==> config.mk <==
export PLATFORM = sky130hd
export DESIGN_NAME = add_burst_accumulator_flat
export DESIGN_NICKNAME = d
export VERILOG_FILES = /design/src/rtl/adder_pkg.sv /design/src/rtl/add_burst_accumulator_if.sv /design/src/rtl/add_burst_accumulator_valid_delay.sv /design/src/rtl/add_burst_accumulator.sv /design/src/flat_wrapper.sv
export SDC_FILE = /design/constraint.sdc
export NUM_CORES = 1
export LEC_CHECK = 0
export ABC_AREA = 1
export ABC_CLOCK_PERIOD_IN_PS = 4900
export BUFFER_PORTS_ARGS = -buffer_cell sky130_fd_sc_hd__buf_4
export CAP_MARGIN = 20
export CORE_MARGIN = 3
export CORE_UTILIZATION = 64
export CTS_BUF_LIST = sky130_fd_sc_hd__clkbuf_8
export DETAILED_ROUTE_END_ITERATION = 8
export HOLD_SLACK_MARGIN = 0.1
export PLACE_DENSITY_LB_ADDON = 0.3
export SLEW_MARGIN = 20
export SYNTH_ARGS = -nofsm -noshare
export SYNTH_HDL_FRONTEND = slang
export SYNTH_SLANG_ARGS = --single-unit
export TNS_END_PERCENT = 30
==> constraint.sdc <==
create_clock -name clk -period 4.9 [get_ports clk]
set_input_delay 0.49 -clock clk [delete_from_list [all_inputs] [get_ports clk]]
set_output_delay 0.49 -clock clk [all_outputs]
set_load 0.03 [all_outputs]
==> src/rtl/adder_pkg.sv <==
// Shared constants and state type for the adder and its burst accumulator.
package adder_pkg;
    localparam int ADD_W   = 8;
    localparam int RES_W   = 9;
    localparam int ADD_LAT = 2;

    typedef enum logic [0:0] {
        IDLE  = 1'b0,
        ACCUM = 1'b1
    } acc_state_t;
endpackage

==> src/rtl/add_burst_accumulator_if.sv <==
// Bundles the adder-result input side and the total output handshake of the accumulator.
interface add_burst_accumulator_if import adder_pkg::*; #(
    parameter int ACC_W = 16
);
    logic             in_valid;
    logic [ADD_W-1:0] sum;
    logic             cout;
    logic             out_valid;
    logic             out_ready;
    logic [ACC_W-1:0] out_total;
    logic             out_ovf;
    logic             busy;
    logic             drop;

    modport master (
        output in_valid, sum, cout, out_ready,
        input  out_valid, out_total, out_ovf, busy, drop
    );

    modport slave (
        input  in_valid, sum, cout, out_ready,
        output out_valid, out_total, out_ovf, busy, drop
    );
endinterface

==> src/rtl/add_burst_accumulator_valid_delay.sv <==
// Shift-register valid pipe matching the adder latency; also flags any result in flight.
module valid_delay #(
    parameter int LAT = 2
) (
    input  logic clk,
    input  logic rst,
    input  logic in_valid,
    output logic res_valid,
    output logic any_valid
);
    logic [LAT-1:0] pipe_r;

    // Advance the valid flags one stage per cycle.
    always_ff @(posedge clk or posedge rst) begin
        if (rst) begin
            pipe_r <= {LAT{1'b0}};
        end else begin
            pipe_r[0] <= in_valid;
            for (int i = 1; i < LAT; i++) begin
                pipe_r[i] <= pipe_r[i-1];
            end
        end
    end

    assign res_valid = pipe_r[LAT-1];
    assign any_valid = |pipe_r;
endmodule

==> src/rtl/add_burst_accumulator.sv <==
// Sums BURST adder results into a wide total presented on a valid/ready output.
// Define ACC_SAT_EN to clamp the accumulator at all-ones on overflow instead of wrapping.
module add_burst_accumulator import adder_pkg::*; #(
    parameter int ACC_W = 16,
    parameter int LAT   = ADD_LAT,
    parameter int BURST = 4
) (
    input  logic                    clk,
    input  logic                    rst,
    add_burst_accumulator_if.slave  bus
);
    localparam int CNT_W = $clog2(BURST + 1);
    localparam logic [CNT_W-1:0] LAST_CNT = CNT_W'(BURST - 1);

    acc_state_t       state_r, state_nxt_s;
    logic [ACC_W-1:0] acc_r, acc_nxt_s;
    logic [CNT_W-1:0] cnt_r, cnt_nxt_s;
    logic             sticky_ovf_r, sticky_ovf_nxt_s;
    logic             res_valid_s, pipe_busy_s;
    logic [ACC_W:0]   r_s, sum_s;
    logic [ACC_W-1:0] total_s;
    logic             total_ovf_s, carry_s, complete_s;
    logic             out_valid_r, out_ovf_r, drop_r;
    logic [ACC_W-1:0] out_total_r;

    valid_delay #(.LAT(LAT)) u_valid_delay (
        .clk       (clk),
        .rst       (rst),
        .in_valid  (bus.in_valid),
        .res_valid (res_valid_s),
        .any_valid (pipe_busy_s)
    );

    assign r_s     = {{(ACC_W + 1 - RES_W){1'b0}}, bus.cout, bus.sum};
    assign sum_s   = {1'b0, acc_r} + r_s;
    assign carry_s = sum_s[ACC_W];
`ifdef ACC_SAT_EN
    // Once clamped, every further add carries again, so the clamp holds for the burst.
    assign total_s = carry_s ? {ACC_W{1'b1}} : sum_s[ACC_W-1:0];
`else
    assign total_s = sum_s[ACC_W-1:0];
`endif
    assign total_ovf_s = sticky_ovf_r | carry_s;
    assign complete_s  = res_valid_s && (cnt_r == LAST_CNT);

    // Accumulation state, running sum, result count and sticky overflow.
    always_ff @(posedge clk or posedge rst) begin
        if (rst) begin
            state_r      <= IDLE;
            acc_r        <= {ACC_W{1'b0}};
            cnt_r        <= {CNT_W{1'b0}};
            sticky_ovf_r <= 1'b0;
        end else begin
            state_r      <= state_nxt_s;
            acc_r        <= acc_nxt_s;
            cnt_r        <= cnt_nxt_s;
            sticky_ovf_r <= sticky_ovf_nxt_s;
        end
    end

    // Next-state logic: add each result, clear back to IDLE on the completing one.
    always_comb begin
        state_nxt_s      = state_r;
        acc_nxt_s        = acc_r;
        cnt_nxt_s        = cnt_r;
        sticky_ovf_nxt_s = sticky_ovf_r;
        case (state_r)
            IDLE, ACCUM: begin
                if (res_valid_s) begin
                    if (complete_s) begin
                        state_nxt_s      = IDLE;
                        acc_nxt_s        = {ACC_W{1'b0}};
                        cnt_nxt_s        = {CNT_W{1'b0}};
                        sticky_ovf_nxt_s = 1'b0;
                    end else begin
                        state_nxt_s      = ACCUM;
                        acc_nxt_s        = total_s;
                        cnt_nxt_s        = cnt_r + CNT_W'(1);
                        sticky_ovf_nxt_s = total_ovf_s;
                    end
                end else begin
                    state_nxt_s = state_r;
                end
            end
            default: begin
                state_nxt_s      = IDLE;
                acc_nxt_s        = {ACC_W{1'b0}};
                cnt_nxt_s        = {CNT_W{1'b0}};
                sticky_ovf_nxt_s = 1'b0;
            end
        endcase
    end

    // Output holding register: a total arriving while one is stuck is discarded and flagged.
    always_ff @(posedge clk or posedge rst) begin
        if (rst) begin
            out_valid_r <= 1'b0;
            out_total_r <= {ACC_W{1'b0}};
            out_ovf_r   <= 1'b0;
            drop_r      <= 1'b0;
        end else begin
            drop_r <= 1'b0;
            if (complete_s) begin
                if (!out_valid_r || bus.out_ready) begin
                    out_valid_r <= 1'b1;
                    out_total_r <= total_s;
                    out_ovf_r   <= total_ovf_s;
                end else begin
                    drop_r <= 1'b1;
                end
            end else if (out_valid_r && bus.out_ready) begin
                out_valid_r <= 1'b0;
            end else begin
                out_valid_r <= out_valid_r;
            end
        end
    end

    assign bus.out_valid = out_valid_r;
    assign bus.out_total = out_total_r;
    assign bus.out_ovf   = out_ovf_r;
    assign bus.drop      = drop_r;
    assign bus.busy      = (state_r == ACCUM) || pipe_busy_s;
endmodule

==> src/flat_wrapper.sv <==
// flat-port wrapper written by rule: the top's interface ports become plain ports
module add_burst_accumulator_flat import adder_pkg::*;
#(
    parameter int ACC_W = 16,
    parameter int LAT   = ADD_LAT,
    parameter int BURST = 4
)
  (clk, rst, bus_in_valid, bus_sum, bus_cout, bus_out_ready, bus_out_valid, bus_out_total, bus_out_ovf, bus_busy, bus_drop);
  add_burst_accumulator_if #(.ACC_W(ACC_W)) bus_i ();
  input  logic clk;
  input  logic rst;
  input wire logic [$bits(bus_i.in_valid)-1:0] bus_in_valid;
  input wire logic [$bits(bus_i.sum)-1:0] bus_sum;
  input wire logic [$bits(bus_i.cout)-1:0] bus_cout;
  input wire logic [$bits(bus_i.out_ready)-1:0] bus_out_ready;
  output wire logic [$bits(bus_i.out_valid)-1:0] bus_out_valid;
  output wire logic [$bits(bus_i.out_total)-1:0] bus_out_total;
  output wire logic [$bits(bus_i.out_ovf)-1:0] bus_out_ovf;
  output wire logic [$bits(bus_i.busy)-1:0] bus_busy;
  output wire logic [$bits(bus_i.drop)-1:0] bus_drop;
  assign bus_i.in_valid = bus_in_valid;
  assign bus_i.sum = bus_sum;
  assign bus_i.cout = bus_cout;
  assign bus_i.out_ready = bus_out_ready;
  assign bus_out_valid = bus_i.out_valid;
  assign bus_out_total = bus_i.out_total;
  assign bus_out_ovf = bus_i.out_ovf;
  assign bus_busy = bus_i.busy;
  assign bus_drop = bus_i.drop;
  add_burst_accumulator #(.ACC_W(ACC_W), .LAT(LAT), .BURST(BURST)) u_core (.clk(clk), .rst(rst), .bus(bus_i));
endmodule
==> impl_metrics.json, run 1 <==
{
  "synth_cell_types": 28,
  "finalSetupTns_ns": 0,
  "die_width_um": 66.2,
  "cts_root_buf": "clkbuf_8",
  "antenna_left": 0,
  "route.detailed.drc": 0,
  "cpPeakStageDelay_ns": 0.77,
  "layout-drive-gt1-share_pct": 16.3,
  "routed-wl-met2_um": 2420,
  "clk_pin_slew_ns": 0.08,
  "dr.pass1.iters": 4,
  "vias": 2049,
  "yosys_warnings": 0,
  "yosys-top-cells-area": "dfrtp_1 45%, nand2_1 20%, inv_1 5.5%",
  "grt_use_total_pct": 25.1,
  "p_per_area_nw_per_um2": 596,
  "drtIter0Drc": 138,
  "finClkSkew_ns": 0.00448,
  "start_util_pct": 67.9,
  "status": "complete, no violations",
  "hold_class": "input port to flop",
  "dieArea_um2": 4380,
  "synth_top_cell_by_area": "dfrtp_1",
  "ir_drop_mv": 0.314,
  "antenna_found_initial": 0,
  "period_share_pct": 42.9,
  "routabilityCongestion": 0.908,
  "ys_seq_area_share_pct": 45.3,
  "rows": 21,
  "highest_layer": "met4",
  "post-cts-setup-buffers": 0,
  "fp.dieH_um": 66.2,
  "numCtsBuffers": 5,
  "worstSetupStartpointType": "flop",
  "async_flop_share_pct": 100,
  "hold_viol": 0,
  "yosysMostFrequentCell": "nand2_1",
  "max_cap_viol_count": 0,
  "grt_pass1_vias": 1856,
  "tritoncts": "yes",
  "syn_avg_cell_area_um2": 7.66,
  "dp_hpwl_um": 3550,
  "core-area_um2": 3420,
  "grt_overflow": 0,
  "timing.slew.headroom_pct": 42.4,
  "wl_met3_um": 389,
  "ys.flop_type": "dfrtp_1",
  "cp_max_fo": 21,
  "detail_route.wl_per_cell_um": 12.9,
  "vias_per_cell": 5.34,
  "clkLatencyLatePin_ns": 0.29,
  "critical_path_buf_inv_count": 2,
  "grt_pass1_wl_um": 8390,
  "cts_buffer_depth": 2,
  "ys_ff_latch": 42,
  "insertedDiodeCount": 0,
  "cp_data_required_time_ns": 5.11,
  "yosysTopAreaCellShare_pct": 45.3,
  "rsz0062_at_grt": "no",
  "cp_slowest_cell": "nor2_1",
  "clkSinkCount": 42,
  "end_kind": "flop",
  "synthesis.area_um2": 2320,
  "area_growth_pct": 15.4,
  "tightest_slew_ns": 0.860,
  "final_nets": 361,
  "ios": 33,
  "crit_chain": "inv_1 > nor2_1 > inv_1 > o21ai_0",
  "routed_wl_um": 4970,
  "met1_length_um": 2120,
  "ctsHoldBuffers": 0,
  "hold_ws_ns": 0.301,
  "synthCells": 303,
  "port_buffers": 32,
  "netlist_top_cells_count": "124 x nand2_1, 42 x dfrtp_1, 34 x inv_1",
  "fmax_mhz": 475,
  "crit_family": "simple AND/OR/NAND/NOR gates",
  "cts_max_level": 2,
  "worstSetupPathType": "flop to flop",
  "crit_path_frequent_cell": "inv_1",
  "finalSetupViolCount": 0,
  "arrival_ns": 2.31,
  "cts_resized": 0,
  "slew_viol_final": 0,
  "leakagePower_nw": 1.52,
  "synth_edf_count": 0,
  "syn-num-nets": 327,
  "grt_max_degree": 43,
  "finalCriticalPeriod_ns": 2.10
}
metrics by stage:
step	power (mW)	worst slack [ns]	instance area, um^2	std cells	util, %
2_1_floorplan	1.13	3.14	2320	303	-
3_3_place_gp	1.33	2.83	2590	376	75.7
3_5_place_dp	1.36	2.80	2590	376	75.7
4_1_cts	1.60	2.82	2680	384	78.4
5_1_grt	1.72	2.53	2680	384	78.4
6_report	1.60	2.80	2680	384	78.4
report_power, final:
group	switching (mW)	total (mW)	internal [mW]
logic	0.520	0.804	0.285
clock network	0.113	0.225	0.112
registers	0.0913	0.566	0.474
layout by cell type (no fill, tap or decap), drive strengths merged:
cell,instances
nor2,14
nand2,129
ha,10
o21ai,14
or2,2
nand3b,4
nor3,2
xnor2,2
a21oi,7
nand4,2
a21o,1
xor2,5
nand3,25
clkinv,1
fa,1
buf,33
clkbuf,6
inv,38
dfrtp,42
registers in the layout, indices dropped and copies added, names as in the netlist:
signal                       cells
u_core.state_r                   1
u_core.sticky_ovf_r              1
u_core.cnt_r                     3
u_core.acc_r                    16
u_core.bus.drop                  1
u_core.bus.out_total            16
u_core.bus.out_ovf               1
u_core.u_valid_delay.pipe_r      2
u_core.bus.out_valid             1
routing by layer:
metal / global-route usage, % / vias to the layer above
met4: 8.38 / 0
met2: 39.4 / 80
met3: 4.93 / 6
met1: 34.8 / 954
li1: - / 1009
met5: 0 / -
path summary, 6_finish.rpt:
| kind | from | endpoint | slack (ns) | cells after the start |
|---|---|---|---|---|
| min | bus_in_valid | u_core.u_valid_delay.pipe_r[0]$_DFF_PP0_ | 0.30 | 1 |
| max reg2reg | u_core.u_valid_delay.pipe_r[1]$_DFF_PP0_ | u_core.acc_r[4]$_DFFE_PP0P_ | 2.80 | 4 |
| min reg2reg | u_core.u_valid_delay.pipe_r[0]$_DFF_PP0_ | u_core.u_valid_delay.pipe_r[1]$_DFF_PP0_ | 0.39 | 0 |
| max in group asynchronous | rst | u_core.cnt_r[1]$_DFFE_PP0P_ | 4.23 | 3 |
| min in group asynchronous | rst | u_core.bus.out_total[11]$_DFFE_PP0P_ | 0.32 | 3 |
| max | u_core.u_valid_delay.pipe_r[1]$_DFF_PP0_ | u_core.acc_r[4]$_DFFE_PP0P_ | 2.80 | 4 |
layout make-up:
class | instances | area, um^2
Multi-Input combinational cell | 218 | 1090
Clock inverter | 2 | 8.76
Tap cell | 46 | 57.6
Clock buffer | 6 | 82.6
Inverter | 37 | 139
Timing Repair Buffer | 33 | 248
Fill cell | 253 | 738
Sequential cell | 42 | 1050
logic make-up after synthesis:
| group | count (synthesis) | share of synthesized area (%) |
|---|---|---|
| fa+ha+maj | 11 | 6.26 |
| simple gates | 178 | 33.3 |
| flops | 42 | 45.3 |
| buf+inv | 43 | 7.66 |
| compound gates | 22 | 4.85 |
| xor+xnor | 7 | 2.64 |
(Power assumes the default switching activity.)
==> inputs of run 2 (changes only) <==
--- a/config.mk
+++ b/config.mk
@@ -5,12 +5,12 @@
 export SDC_FILE = /design/constraint.sdc
 export NUM_CORES = 1
 export LEC_CHECK = 0
-export ABC_AREA = 1
-export ABC_CLOCK_PERIOD_IN_PS = 4900
+export ABC_AREA = 0
+export ABC_CLOCK_PERIOD_IN_PS = 1750
 export BUFFER_PORTS_ARGS = -buffer_cell sky130_fd_sc_hd__buf_4
 export CAP_MARGIN = 20
 export CORE_MARGIN = 3
-export CORE_UTILIZATION = 64
+export CORE_UTILIZATION = 53
 export CTS_BUF_LIST = sky130_fd_sc_hd__clkbuf_8
 export DETAILED_ROUTE_END_ITERATION = 8
 export HOLD_SLACK_MARGIN = 0.1
==> constraint.sdc (replaced) <==
create_clock -name clk -period 1.75 [get_ports clk]
set_input_delay 0.175 -clock clk [delete_from_list [all_inputs] [get_ports clk]]
set_output_delay 0.175 -clock clk [all_outputs]
set_load 0.03 [all_outputs]
==> run 2 against run 1 <==
The flow now finishes with violations (setup timing). Wire length shrank 1.6%. Combinational power increased to 3.3 times the previous value. Highest routed layer unchanged. Global-route usage down 3.5 points. Largest power group unchanged. Die area up 15%. Fmax fell by 0.79%.
==> impl_metrics.json, run 2 <==
{
  "fillers": 308,
  "final_util_pct": 70.8,
  "worstSetupPathType": "flop to flop",
  "rsz0062_at_grt": "yes",
  "routabilityCongestion": 0.902,
  "cpPeakStageDelay_ns": 0.40,
  "power.switching_mw": 2.02,
  "yosys_warnings": 0,
  "dpl.cell_count": 315,
  "syn_avg_cell_area_um2": 10.1,
  "clk_pin_slew_ns": 0.08,
  "port_buffers": 32,
  "grt_pass1_wl_um": 8630,
  "finalSetupViolCount": 25,
  "routed_wl_um": 4890,
  "highest_layer": "met4",
  "ys_ff_latch": 42,
  "rows": 23,
  "crit-reg2reg-launch": "u_core.acc_r[0]$_DFFE_PP0P_",
  "seq_power_share_pct": 31.6,
  "synthCells": 222,
  "numCtsBuffers": 5,
  "yosysTopAreaCellShare_pct": 46.9,
  "routed-wl-met2_um": 2310,
  "netlist_top_cells_count": "42 x dfrtp_1, 32 x nand2_1, 12 x o21ai_0",
  "fmax_mhz": 472,
  "wl_met3_um": 252,
  "core-area_um2": 4030,
  "hold_class": "input port to flop",
  "cp_slowest_cell": "dfrtp_1",
  "p_int_mw": 2.79,
  "grt_use_total_pct": 21.6,
  "antenna_found_initial": 0,
  "async_flop_share_pct": 100,
  "route.detailed.drc": 0,
  "hold_viol": 0,
  "tightest_slew_ns": 0.516,
  "leakagePower_nw": 1.33,
  "setup_ws_ns": -0.370,
  "vias_per_cell": 5.64,
  "grt_pass1_vias": 1911,
  "crit_chain": "ha_2 > fa_2 > a21o_1 > a221oi_4 > o21a_1 > nand3b_1 > o21ai_1",
  "clkSinkCount": 42,
  "ys.flop_type": "dfrtp_1",
  "end_kind": "flop",
  "grt_max_degree": 43,
  "crit_family": "compound AO/OA/AOI/OAI gates",
  "dp_hpwl_um": 3450,
  "grt_overflow": 0,
  "start_util_pct": 55.7,
  "tritoncts": "yes",
  "vias": 1860,
  "ir_drop_mv": 0.993,
  "post-place-ws_ns": -0.368,
  "timing.slew.headroom_pct": 65.6,
  "stdcell_count": 330,
  "critical_path_buf_inv_count": 0,
  "cp-startpoint": "u_core.acc_r[0]$_DFFE_PP0P_",
  "p_per_area_nw_per_um2": 1690,
  "synth_edf_count": 0,
  "worstSetupStartpointType": "flop",
  "fp.dieH_um": 71.0,
  "dieArea_um2": 5050,
  "clkPwrFrac_pct": 13.4,
  "finClkSkew_ns": 0.00837,
  "dr.pass1.iters": 4,
  "cp_max_fo": 5,
  "syn-num-nets": 246,
  "synth_cell_types": 52,
  "cts_max_level": 2,
  "die_width_um": 71.0,
  "finalCriticalPeriod_ns": 2.12,
  "insertedDiodeCount": 0,
  "layout_commonest_cell": "buf_4",
  "final_nets": 303,
  "yosysMostFrequentCell": "dfrtp_1",
  "met1_length_um": 2220,
  "cts_root_buf": "clkbuf_8",
  "switching_share_pct": 42.0,
  "detail_route.wl_per_cell_um": 14.8,
  "power_frac_comb_pct": 55.0,
  "antenna_left": 0,
  "hold_ws_ns": 0.204,
  "slew_viol_final": 0,
  "finalSetupTns_ns": -5.03,
  "violations": "setup timing",
  "cts_buffer_depth": 2,
  "cp_data_required_time_ns": 1.93,
  "arrival_ns": 2.30,
  "ys_seq_area_share_pct": 46.9,
  "layout_common_cells": "61 x buf_4, 42 x dfrtp_1, 32 x nand2_1",
  "fin_area_um2": 2850,
  "drtIter0Drc": 117,
  "total_power_mw": 4.82,
  "synth_top_cell_by_area": "dfrtp_1",
  "status": "complete, but fails checks",
  "synthesis.area_um2": 2240,
  "worstHoldStart": "bus_out_ready",
  "clkLatencyLatePin_ns": 0.30,
  "yosys-top-cells-area": "dfrtp_1 47%, ha_1 5.6%, nand2_1 5.4%",
  "ios": 33,
  "area_growth_pct": 27.2,
  "max_cap_viol_count": 0,
  "layout-drive-gt1-share_pct": 30.4,
  "placed_cell_area_um2": 2670,
  "period_share_pct": 121
}
[run 2: changes by cell type after synthesis, moves of 4 or more]
cell and delta:
o21ai_0 +6, a31oi_1 +5, o2bb2ai_1 +8, nand2_1 -92, inv_1 -28, nand2_2 -5, nand3_1 -14, buf_2 +4
o2111ai_1 +6
[run 2: final cells by class]
type                    instances  area, um^2  area share, %
multi-input cells             161        1150           40.2
flip-flops and latches         42        1050           36.8
repair buffers                 63         478           16.8
clock buffers                   6        82.6           2.89
well taps                      50        62.6           2.19
inverters                       6        22.5          0.789
clock inverters                 2        8.76          0.307
[run 2: cells by family after synthesis]
family / share of synthesized area (%)
AO/OA/AOI/OAI: 24.1
AND/OR/NAND/NOR: 14.6
flip-flops: 46.9
buffers and inverters: 3.79
adder cells (fa/ha/maj): 6.47
XOR/XNOR: 3.12
multiplexers: 1.00
[run 2: worst paths after layout]
check / to / slack, ns / cells past startpoint
worst max-delay path: u_core.sticky_ovf_r$_DFFE_PP0P_ / -0.37 / 7
worst min-delay path: u_core.bus.drop$_DFF_PP0_ / 0.20 / 3
worst max register to register: u_core.sticky_ovf_r$_DFFE_PP0P_ / -0.37 / 7
worst min register to register: u_core.u_valid_delay.pipe_r[1]$_DFF_PP0_ / 0.37 / 0
max in group asynchronous: u_core.acc_r[1]$_DFFE_PP0P_ / 0.84 / 4
min in group asynchronous: u_core.cnt_r[1]$_DFFE_PP0P_ / 0.56 / 4
[run 2: timing repair]
item	4_1_cts	5_1_grt
buffers inserted	4	1
gates resized for setup	6	3
pin swaps	7	5
setup endpoints to repair	26	28
hold buffers	2	0
hold endpoints to repair	43	0
[run 2: routing by layer]
metal	global-route usage, %	vias up
met5	0	-
met4	10.6	0
met2	33.7	48
li1	-	922
met3	5.11	11
met1	28.3	879
[run 2: worst min-delay path, cell delays in order]
cell      delay (ns)
buf_4           0.07
nand2b_1        0.16
nor2_1          0.05
[run 2: power groups by stage]
stage	combinational, mW	sequential, mW	clock (mW)
floorplan	1.34	1.83	0
global placement	2.44	1.52	0
detailed placement	2.50	1.53	0
CTS	2.61	1.52	0.663
global route	2.91	1.57	0.714
finish	2.65	1.52	0.647
